[src/rtl/duck_shooter_logic.sv]
// Duck-hunt game logic: ammo, multi-target hit arbitration, score and game sequencing.
// Shot results appear one cycle after the button edge; all outputs are registered.
module duck_shooter_logic #(
  parameter int N_DUCKS       = 2,
  parameter int MAG_SIZE      = 3,
  parameter int TOTAL_AMMO    = 30,
  parameter int DUCK_W        = 64,
  parameter int DUCK_H        = 64,
  parameter int START_DELAY   = 260_000,
  parameter int RELOAD_CYCLES = 260_000,
  parameter int AUTO_RELOAD   = 0
) (
  input  logic                   clk,
  input  logic                   rst_n,
  input  logic                   game_enable,
  input  logic                   left_mouse,
  input  logic                   right_mouse,
  input  logic [11:0]            mouse_xpos,
  input  logic [11:0]            mouse_ypos,
  input  logic [12*N_DUCKS-1:0]  duck_xpos,
  input  logic [12*N_DUCKS-1:0]  duck_ypos,
  input  logic [N_DUCKS-1:0]     duck_alive,
  output logic [2:0]             bullets_in_magazine,
  output logic [5:0]             bullets_left,
  output logic [6:0]             my_score,
  output logic                   hunt_start,
  output logic                   show_reload_char,
  output logic [N_DUCKS-1:0]     duck_hit,
  output logic                   game_over
);

  typedef enum logic [2:0] {IDLE, START_WAIT, READY, RELOADING, GAME_OVER} state_t;

  localparam logic [2:0]  MAG_FULL    = 3'(MAG_SIZE);
  localparam logic [5:0]  RESERVE0    = 6'(TOTAL_AMMO - MAG_SIZE);
  localparam logic [31:0] START_LAST  = 32'(START_DELAY - 1);
  localparam logic [31:0] RELOAD_LAST = 32'(RELOAD_CYCLES - 1);
  localparam logic [12:0] W13         = 13'(DUCK_W);
  localparam logic [12:0] H13         = 13'(DUCK_H);

  state_t              state;
  logic [31:0]         cnt;
  logic                left_prev, right_prev;
  logic                shot, reload_req, fire, want_reload;
  logic [N_DUCKS-1:0]  hit_cand, hit_first;
  logic [2:0]          mag_next;
  logic [6:0]          score_next;
  logic [5:0]          space, refill;

  always_comb begin
    shot       = left_mouse & ~left_prev;
    reload_req = right_mouse & ~right_prev;
    hit_cand   = '0;
    // Bounds are compared 13 bits wide so a duck near the screen edge never wraps.
    for (int i = 0; i < N_DUCKS; i++) begin
      hit_cand[i] = duck_alive[i]
        && ({1'b0, duck_xpos[12*i +: 12]} <= {1'b0, mouse_xpos})
        && ({1'b0, mouse_xpos} < {1'b0, duck_xpos[12*i +: 12]} + W13)
        && ({1'b0, duck_ypos[12*i +: 12]} <= {1'b0, mouse_ypos})
        && ({1'b0, mouse_ypos} < {1'b0, duck_ypos[12*i +: 12]} + H13);
    end
    hit_first   = hit_cand & (~hit_cand + N_DUCKS'(1));
    fire        = shot && (bullets_in_magazine != 3'd0);
    mag_next    = fire ? bullets_in_magazine - 3'd1 : bullets_in_magazine;
    score_next  = (fire && (|hit_cand) && (my_score != 7'd127)) ? my_score + 7'd1 : my_score;
    want_reload = (bullets_left != 6'd0) &&
                  ((!shot && reload_req && (bullets_in_magazine < MAG_FULL)) ||
                   ((AUTO_RELOAD != 0) && (mag_next == 3'd0)));
    space       = {3'b000, MAG_FULL - bullets_in_magazine};
    refill      = (space < bullets_left) ? space : bullets_left;
  end

  always_ff @(posedge clk) begin
    if (!rst_n) begin
      state               <= IDLE;
      cnt                 <= '0;
      left_prev           <= 1'b0;
      right_prev          <= 1'b0;
      bullets_in_magazine <= MAG_FULL;
      bullets_left        <= RESERVE0;
      my_score            <= '0;
      duck_hit            <= '0;
      hunt_start          <= 1'b0;
      show_reload_char    <= 1'b0;
      game_over           <= 1'b0;
    end else begin
      left_prev  <= left_mouse;
      right_prev <= right_mouse;
      duck_hit   <= '0;
      if (!game_enable) begin
        state               <= IDLE;
        cnt                 <= '0;
        bullets_in_magazine <= MAG_FULL;
        bullets_left        <= RESERVE0;
        my_score            <= '0;
        hunt_start          <= 1'b0;
        show_reload_char    <= 1'b0;
        game_over           <= 1'b0;
      end else begin
        case (state)
          IDLE: begin
            // The enabling cycle is the first cycle of the start delay.
            cnt <= 32'd1;
            if (START_DELAY <= 1) begin
              state      <= READY;
              hunt_start <= 1'b1;
            end else begin
              state <= START_WAIT;
            end
          end
          START_WAIT: begin
            if (cnt >= START_LAST) begin
              state      <= READY;
              hunt_start <= 1'b1;
            end else begin
              cnt <= cnt + 32'd1;
            end
          end
          READY: begin
            if (bullets_in_magazine == 3'd0 && bullets_left == 6'd0) begin
              state            <= GAME_OVER;
              hunt_start       <= 1'b0;
              show_reload_char <= 1'b0;
              game_over        <= 1'b1;
            end else begin
              bullets_in_magazine <= mag_next;
              my_score            <= score_next;
              duck_hit            <= fire ? hit_first : '0;
              if (want_reload) begin
                state            <= RELOADING;
                cnt              <= '0;
                show_reload_char <= 1'b1;
              end else begin
                show_reload_char <= (mag_next == 3'd0) && (bullets_left != 6'd0);
              end
            end
          end
          RELOADING: begin
            if (cnt >= RELOAD_LAST) begin
              state               <= READY;
              bullets_in_magazine <= bullets_in_magazine + refill[2:0];
              bullets_left        <= bullets_left - refill;
              show_reload_char    <= 1'b0;
            end else begin
              cnt <= cnt + 32'd1;
            end
          end
          GAME_OVER: begin
          end
          default: state <= IDLE;
        endcase
      end
    end
  end

endmodule

[config.mk]
export PLATFORM = sky130hd
export DESIGN_NAME = duck_shooter_logic
export DESIGN_NICKNAME = d
export VERILOG_FILES = /design/src/rtl/duck_shooter_logic.sv
export SDC_FILE = /design/constraint.sdc
export NUM_CORES = 1
export LEC_CHECK = 0
export CAP_MARGIN = 20
export CORE_ASPECT_RATIO = 0.75
export CORE_MARGIN = 2
export CORE_UTILIZATION = 54
export DETAILED_ROUTE_END_ITERATION = 10
export HOLD_SLACK_MARGIN = 0.03
export PLACE_DENSITY = 0.79
export SYNTH_ARGS = -nofsm -noshare
export SYNTH_HDL_FRONTEND = slang
export SYNTH_SLANG_ARGS = --single-unit
export TNS_END_PERCENT = 5
[constraint.sdc]
create_clock -name clk -period 4.62 [get_ports clk]
set_input_delay 1.386 -clock clk [delete_from_list [all_inputs] [get_ports clk]]
set_output_delay 1.386 -clock clk [all_outputs]
set_load 0.1 [all_outputs]
==> results of run 1 <==
[worst max-delay path, delay by kind of cell]
| kind | cells | cell delay (ns) |
|---|---|---|
| xor gates and xnor gates | 1 | 0.16 |
| AOI/OAI and AO/OA | 6 | 1.08 |
| adders and majority gates | 1 | 0.31 |
| and+or+nand+nor | 4 | 1.34 |
| buffers and inverters | 1 | 0.48 |
[flip-flops by register name, summed over array words and instances (netlist names)]
signal,cells
bullets_in_magazine,3
bullets_left,6
cnt,32
duck_hit,2
game_over,1
hunt_start,1
left_prev,1
my_score,7
right_prev,1
show_reload_char,1
state,3
[metal layers]
| metal | vias to the layer above | track usage | routed length [µm] |
|---|---|---|---|
| met2 | 163 | 0.469 | 6320 |
| li1 | 2575 | - | - |
| met5 | - | 0 | 0 |
| met3 | 14 | 0.0455 | 772 |
| met1 | 2375 | 0.342 | 6600 |
| met4 | 0 | 0.0471 | 131 |
[cells by family after synthesis]
logic type / count (synthesis)
compound gates: 135
xor+xnor: 37
fa+ha+maj: 112
buf+inv: 76
flops: 58
mux: 3
simple gates: 237
[per-stage QoR]
stage / power (mW) / instance area, µm² / utilization
final: 1.45 / 6860 / 0.716
after global routing: 1.52 / 6860 / 0.716
after CTS: 1.45 / 6860 / 0.716
after detailed placement: 0.858 / 6580 / 0.687
after global placement: 0.845 / 6580 / 0.687
after floorplan: 0.698 / 5290 / -
[synth_stat cells, drive strengths merged (2+ instances only)]
master  number
ha         110
inv         67
nor2        67
dfxtp       58
a21oi       47
nand2       37
nand3       30
o21ai       28
xor2        21
and2        18
nand4       17
and3        16
xnor2       16
nor2b       11
a211oi       9
a21o         9
clkbuf       9
nand2b       9
nor3         9
o211ai       8
nor4         6
o21a         6
nand4b       5
o31ai        5
or3          5
or4          5
a31oi        3
mux2i        3
a211o        2
a21boi       2
fa           2
o22ai        2
o41ai        2
[worst max path at each step]
stage,startpoint,to,slack (ns),depth (start not counted)
after floorplan,duck_ypos[6],my_score[4],0.48,12
after CTS,duck_xpos[9],my_score[4],0.1,13
after detailed placement,duck_xpos[9],my_score[4],-0.23,13
after global routing,duck_xpos[10],my_score[4],0.009,13
after global placement,duck_ypos[6],my_score[4],-0.11,13
final,duck_xpos[9],my_score[4],0.12,13
[layout make-up]
class / instances / area share
multi-input cells: 524 / 0.560
repair buffers: 122 / 0.170
flip-flops and latches: 58 / 0.169
inverters: 67 / 0.0367
clock buffers: 11 / 0.0354
well taps: 132 / 0.0241
clock inverters: 5 / 0.00438
[power groups by stage]
| stage | clock (mW) | combinational, mW | sequential (mW) |
|---|---|---|---|
| CTS | 0.599 | 0.345 | 0.506 |
| detailed placement | 0 | 0.342 | 0.516 |
| finish | 0.596 | 0.348 | 0.506 |
| global route | 0.623 | 0.388 | 0.506 |
| global placement | 0 | 0.329 | 0.516 |
| floorplan | 0 | 0.183 | 0.514 |
==> metrics.yaml, run 1 <==
outcome:
  run_status: "finished clean"
pwr:
  combinational_fraction_of_design_power: 0.240
  sequentialPowerShare: 0.349
  total_leakage_power_nw: 3.04
  pint_mw: 1.05
  pwr-share-clk: 0.411
  switching_share_of_total_power: 0.275
  power.switching_mw: 0.398
  power.density_cell_area_mw_per_mm2: 211
  vdd.ir_drop.worst_mv: 0.186
timing:
  post-route-min-period_ns: 4.50
  report.final.hold_viol_count: 0
  finalSetupViolCount: 0
  final_min_period_over_clock_period: 0.974
  finalSetupTns_ns: 0
  slew_headroom: 0.330
  finalHoldWorstSlack_ns: 0.457
  timing.final.max_slew_violations: 0
  setup_repair_after_global_routing_missed_its_margin: "no"
  clock_skew_ns: 0.00659
  timing.fmax_mhz: 222
  final.setup.worst_slack_ns: 0.122
  timing_worst_slew_pin_value_ns: 1.00
worst_hold_path:
  whs_path_depth: 1
  hp-class: "flop to flop"
  timing.hold.worst.start: "cnt[25]"
  min_delay_worst_endpoint: "cnt[25]"
logic_synthesis:
  yosysUniqueCellTypes: 54
  synth.cell_area_mm2: 0.00529
  synth_area_leader_cell: "sky130_fd_sc_hd__ha_1"
  synth_warnings: 0
  synth.yosys.seq_area_share: 0.220
  async_flop_share: 0
  postSynthCellCount: 658
  post-synth-top-area-fraction: 0.260
  synthAdderAreaFrac: 0.268
  synth_top_family_by_area: "adder cells"
  yosys-top-cells-area: "sky130_fd_sc_hd__ha_1 26%, sky130_fd_sc_hd__dfxtp_1 22%, sky130_fd_sc_hd__inv_1 4.8%"
  synth_net_count: 849
  edff_count_synth: 0
  syn_area_per_cell_um2: 8.04
  synth_seq_cells: 58
  post_synth_mux_area_share: 0.00568
  synth-simple-area-share: 0.229
  compound_gate_fraction_of_synth_area: 0.163
  primary_ff_master_synth: "sky130_fd_sc_hd__dfxtp_1"
  synth_xor_xnor_area_share: 0.0613
global_routing:
  global_route_wire_length_before_repair_um: 22700
  grt_util_overall: 0.263
  vias_in_the_first_global_route: 4911
  overflow: 0
  number_of_antenna_violations_at_the_first_check_in_global_routing: 0
  grt_start_max_net_pins: 22
worst_setup_path:
  critical_path_peak_fanout: 9
  cp_data_required_time_ns: 4.86
  terminus_of_the_critical_flop_to_flop_path: "bullets_left[4]"
  r2r_setup_slack_ns: 1.04
  critical_path.cell_chain: "clkdlybuf4s50_1 > and3_4 > nand3_1 > xor2_1 > ha_1 > a21oi_1 > a32o_1 > o211ai_1 > a211o_1 > or4_4 > a2bb2oi_2 > or4_1 > a21oi_1"
  critical_path.reg2reg.startpoint: "bullets_in_magazine[1]"
  worst_setup_path_start_kind: "input port"
  timing.critical_path.slowest_stage_cell: "sky130_fd_sc_hd__or4_4"
  path_common_cell: "sky130_fd_sc_hd__a21oi_1"
  critical_path_class: "input port to flop"
  worst_setup_path_end_kind: "flop"
  crit_path_max_incr_delay_ns: 0.53
  worst-r2r-cell-count: 13
  critPathArrivalTime_ns: 4.74
die:
  die_x_um: 118
  dieHeight_um: 89.7
  die_area_mm2: 0.0106
  start_util: 0.552
  core_region_area_mm2: 0.00958
  ioPinCount: 100
  count_of_standard_cell_rows: 31
drt:
  wire_per_inst_um: 15.0
  antenna_violating_nets_post_route: 0
  routed_via_density: 5.58
  firstDrtPassIters: 5
  routed_wirelength_um: 13800
  remaining_drc_errors: 0
  drt-initial-drc-count: 376
  route.vias.total: 5127
clocking:
  clock_sinks: 58
  number_of_buffers_inserted_to_repair_setup_after_cts: 0
  clockRootBuffer: "sky130_fd_sc_hd__clkbuf_16"
  clkTransAtPathRegs_ns: 0.05
  tritoncts_clock_tree: "built"
  cts.path.max_buffers: 2
  cts-buffers-inserted: 9
  h-tree-depth: 3
  cts_hold_buffers: 0
  worst_skew_pair.late_latency_ns: 0.33
  cts_resized: 0
place:
  dpl.cell_count: 903
  hpwl_um: 11300
  gpl.final_weighted_congestion: 0.900
  preCtsSetupSlack_ns: -0.225
  port-buffer-count: 99
job:
  drv_cap: 0
finish:
  multi_input_comb_area_mm2: 0.00384
  num_antenna_cells: 0
  mostFrequentLayoutCells: "110 x sky130_fd_sc_hd__ha_1, 99 x sky130_fd_sc_hd__clkdlybuf4s50_1, 67 x sky130_fd_sc_hd__inv_1, 67 x sky130_fd_sc_hd__nor2_1, 58 x sky130_fd_sc_hd__dfxtp_1"
  layout.cells.most_common: "sky130_fd_sc_hd__ha_1"
  non_filler_instance_count_after_layout: 919
  syn2layout_area_growth_pct: 29.6
  regArea_mm2: 0.00116
  filler_cell_count: 757
  design.final.nets: 973
  drive_above_1_share: 0.0610
Power figures use the tool's default switching activity.
==> inputs of run 2 (changes only) <==
CORE_UTILIZATION = 34   (was 54)
CTS_BUF_LIST = sky130_fd_sc_hd__clkbuf_2   (was default)
PLACE_DENSITY = 0.53   (was 0.79)
==> run 2 against run 1 <==
  * Sequential share of layout area up 0.12 points
  * Combinational power up 3%
  * Register-to-register slack about the same
  * Worst hold slack better by 0.021 ns
  * Clock-buffer cell count down 2
  * First-iteration DRC count down 31%
  * Cell count up 8.7%
  * Worst setup slack better by 0.19 ns
  * Clock power down 57%
  * Sequential power about the same
  * Sequential cell count unchanged
  * Critical path type unchanged
  * Critical endpoint unchanged
  * Largest cell class unchanged
==> metrics.yaml, run 2 (same netlist as run 1, synthesis figures left out) <==
pwr:
  totalPowerFinal_mw: 1.12  # -23%
  power.density_cell_area_mw_per_mm2: 165  # -22%
  vdd.ir_drop.worst_mv: 0.0784  # -58%
  total_leakage_power_nw: 2.99  # -1.6%
drt:
  route.vias.total: 4972  # -3.0%
  antenna_violating_nets_post_route: 0  # unchanged
  firstDrtPassIters: 4  # -1
  drt-initial-drc-count: 260  # -31%
  remaining_drc_errors: 0  # unchanged
  wire_per_inst_um: 14.6  # -2.9%
  routed_via_density: 4.98  # -11%
  routed_wirelength_um: 14600  # +5.6%
global_routing:
  grtUsageMet1: 0.258  # -0.0837
  overflow: 0  # unchanged
  grt_start_max_net_pins: 18  # -18%
  grt_util_overall: 0.178  # -0.0844
  grtUsageMet3: 0.0275  # -0.0180
  vias_in_the_first_global_route: 5037  # +2.6%
  global_routing_s_busiest_layer: "met2"
  global_route_wire_length_before_repair_um: 24200  # +6.8%
  met2_track_demand_over_resource: 0.281  # -0.188
  number_of_antenna_violations_at_the_first_check_in_global_routing: 0  # unchanged
timing:
  setup_repair_after_global_routing_missed_its_margin: "no"
  report.final.hold_viol_count: 0  # unchanged
  timing.fmax_mhz: 232  # +4.3%
  slew_headroom: 0.314  # -0.0157
  post-route-min-period_ns: 4.31  # -0.186 ns
  timing_worst_slew_pin_value_ns: 1.03  # +0.0234 ns
  finalHoldWorstSlack_ns: 0.479  # +0.0211 ns
  finalSetupViolCount: 0  # unchanged
  finalSetupTns_ns: 0  # unchanged
  final_min_period_over_clock_period: 0.933  # -0.0402
  clock_skew_ns: 0.0230  # +0.0164 ns
  timing.final.max_slew_violations: 0  # unchanged
job:
  drv_cap: 0  # unchanged
clocking:
  clkTransAtPathRegs_ns: 0.16  # +0.11 ns
  number_of_buffers_inserted_to_repair_setup_after_cts: 0  # unchanged
  cts_hold_buffers: 0  # unchanged
  worst_skew_pair.late_latency_ns: 0.48  # +0.15 ns
  clock_sinks: 58  # unchanged
  tritoncts_clock_tree: "built"
  h-tree-depth: 3  # unchanged
  clockRootBuffer: "sky130_fd_sc_hd__clkbuf_2"
  cts.path.max_buffers: 2  # unchanged
  cts_resized: 0  # unchanged
  cts-buffers-inserted: 9  # unchanged
worst_setup_path:
  timing.critical_path.slowest_stage_cell: "sky130_fd_sc_hd__or4_4"
  worst_setup_path_end_kind: "flop"
  worst_setup_path_start_kind: "input port"
  path_common_cell: "sky130_fd_sc_hd__a21oi_1"
  critPathArrivalTime_ns: 4.73  # about the same
  crit_path_max_incr_delay_ns: 0.53  # about the same
  cp_data_required_time_ns: 5.04  # +0.18 ns
  critical_path.cell_chain: "clkdlybuf4s50_1 > and3_4 > nand3_1 > xor2_1 > ha_1 > a21oi_1 > a32o_1 > o211ai_1 > a211o_1 > or4_4 > a2bb2oi_2 > or4_1 > a21oi_1"
  critical_path_class: "input port to flop"
  critical_path_peak_fanout: 8  # -1
die:
  count_of_standard_cell_rows: 39  # +26%
  die_area_mm2: 0.0166  # +56%
  start_util: 0.347  # -0.205
  ioPinCount: 100  # unchanged
  die_x_um: 148  # +25%
  dieHeight_um: 112  # +25%
  core_region_area_mm2: 0.0152  # +59%
finish:
  layout.cells.most_common: "sky130_fd_sc_hd__ha_1"
  largest-register: "cnt"
  drive_above_1_share: 0.0668  # +0.00576
  regArea_mm2: 0.00116  # unchanged
  final_cell_area_mm2: 0.00681  # -0.69%
  mostFrequentLayoutCells: "110 x sky130_fd_sc_hd__ha_1, 99 x sky130_fd_sc_hd__clkdlybuf4s50_1, 67 x sky130_fd_sc_hd__inv_1, 67 x sky130_fd_sc_hd__nor2_1, 58 x sky130_fd_sc_hd__dfxtp_1"
  filler_cell_count: 1561  # +110%
  syn2layout_area_growth_pct: 28.8
  multi_input_comb_area_mm2: 0.00384  # unchanged
  largestRegisters: "cnt: 32 flops, my_score: 7 flops, bullets_left: 6 flops"
  largest_reg_flops: 32  # unchanged
  num_antenna_cells: 0  # unchanged
  design.final.nets: 980  # +0.72%
worst_hold_path:
  hp-class: "flop to flop"
outcome:
  run_status: "finished clean"
place:
  hpwl_um: 12300  # +8.3%
  postPlaceCellArea_mm2: 0.00673  # +2.2%
  gpl.final_weighted_congestion: 0.863  # -4.2%
  port-buffer-count: 99  # unchanged
[run 2: cell count changes in the layout (fill, tap and decap cells not counted), moves of 3 or more]
| cell | change |
|---|---|
| sky130_fd_sc_hd__clkbuf_16 | -9 |
| sky130_fd_sc_hd__clkbuf_2 | +9 |
| sky130_fd_sc_hd__buf_4 | +7 |
| sky130_fd_sc_hd__clkinv_1 | +3 |
[run 2: worst paths after layout]
| kind | startpoint | end | slack [ns] | depth (start not counted) |
|---|---|---|---|---|
| setup / recovery | duck_xpos[9] | my_score[4] | 0.31 | 13 |
| hold / removal | cnt[25] | cnt[25] | 0.48 | 1 |
| setup reg to reg | bullets_in_magazine[1] | bullets_left[4] | 1.04 | 13 |
| hold reg to reg | cnt[25] | cnt[25] | 0.48 | 1 |
[run 2: per-layer routing]
metal	wire length, µm	vias to the layer above
met3	447	13
met4	136	0
met5	0	-
met1	7720	2283
li1	-	2586
met2	6300	90
[run 2: critical path: cells and delay by family]
kind            cells  cell delay, ns
simple gates        4            1.33
compound gates      6            1.06
buf+inv             1            0.49
fa+ha+maj           1            0.31
xor+xnor            1            0.15
[run 2: metrics by stage]
| stage | setup slack [ns] | utilization | cells |
|---|---|---|---|
| after floorplan | 0.482 | - | 658 |
| after global placement | -0.142 | 0.442 | 983 |
| after detailed placement | -0.175 | 0.442 | 983 |
| after CTS | 0.348 | 0.447 | 999 |
| after global routing | 0.195 | 0.447 | 999 |
| final | 0.308 | 0.447 | 999 |
[run 2: layout make-up]
cell class / count / area share
multi-input cells: 524 / 0.564
repair buffers: 129 / 0.179
flip-flops and latches: 58 / 0.171
well taps: 205 / 0.0377
inverters: 67 / 0.0369
clock buffers: 9 / 0.00662
clock inverters: 7 / 0.00533
[run 2: where the power goes]
group | total (mW) | internal (mW) | switching, mW
clock | 0.259 | 0.0632 | 0.196
combinational | 0.358 | 0.181 | 0.177
sequential | 0.506 | 0.503 | 0.00286
==> inputs of run 3 (changes only) <==
SLEW_MARGIN = 10   (was default)
==> results of run 3 <==
No change in the layout: final DEF, timing and power equal those of run 2.
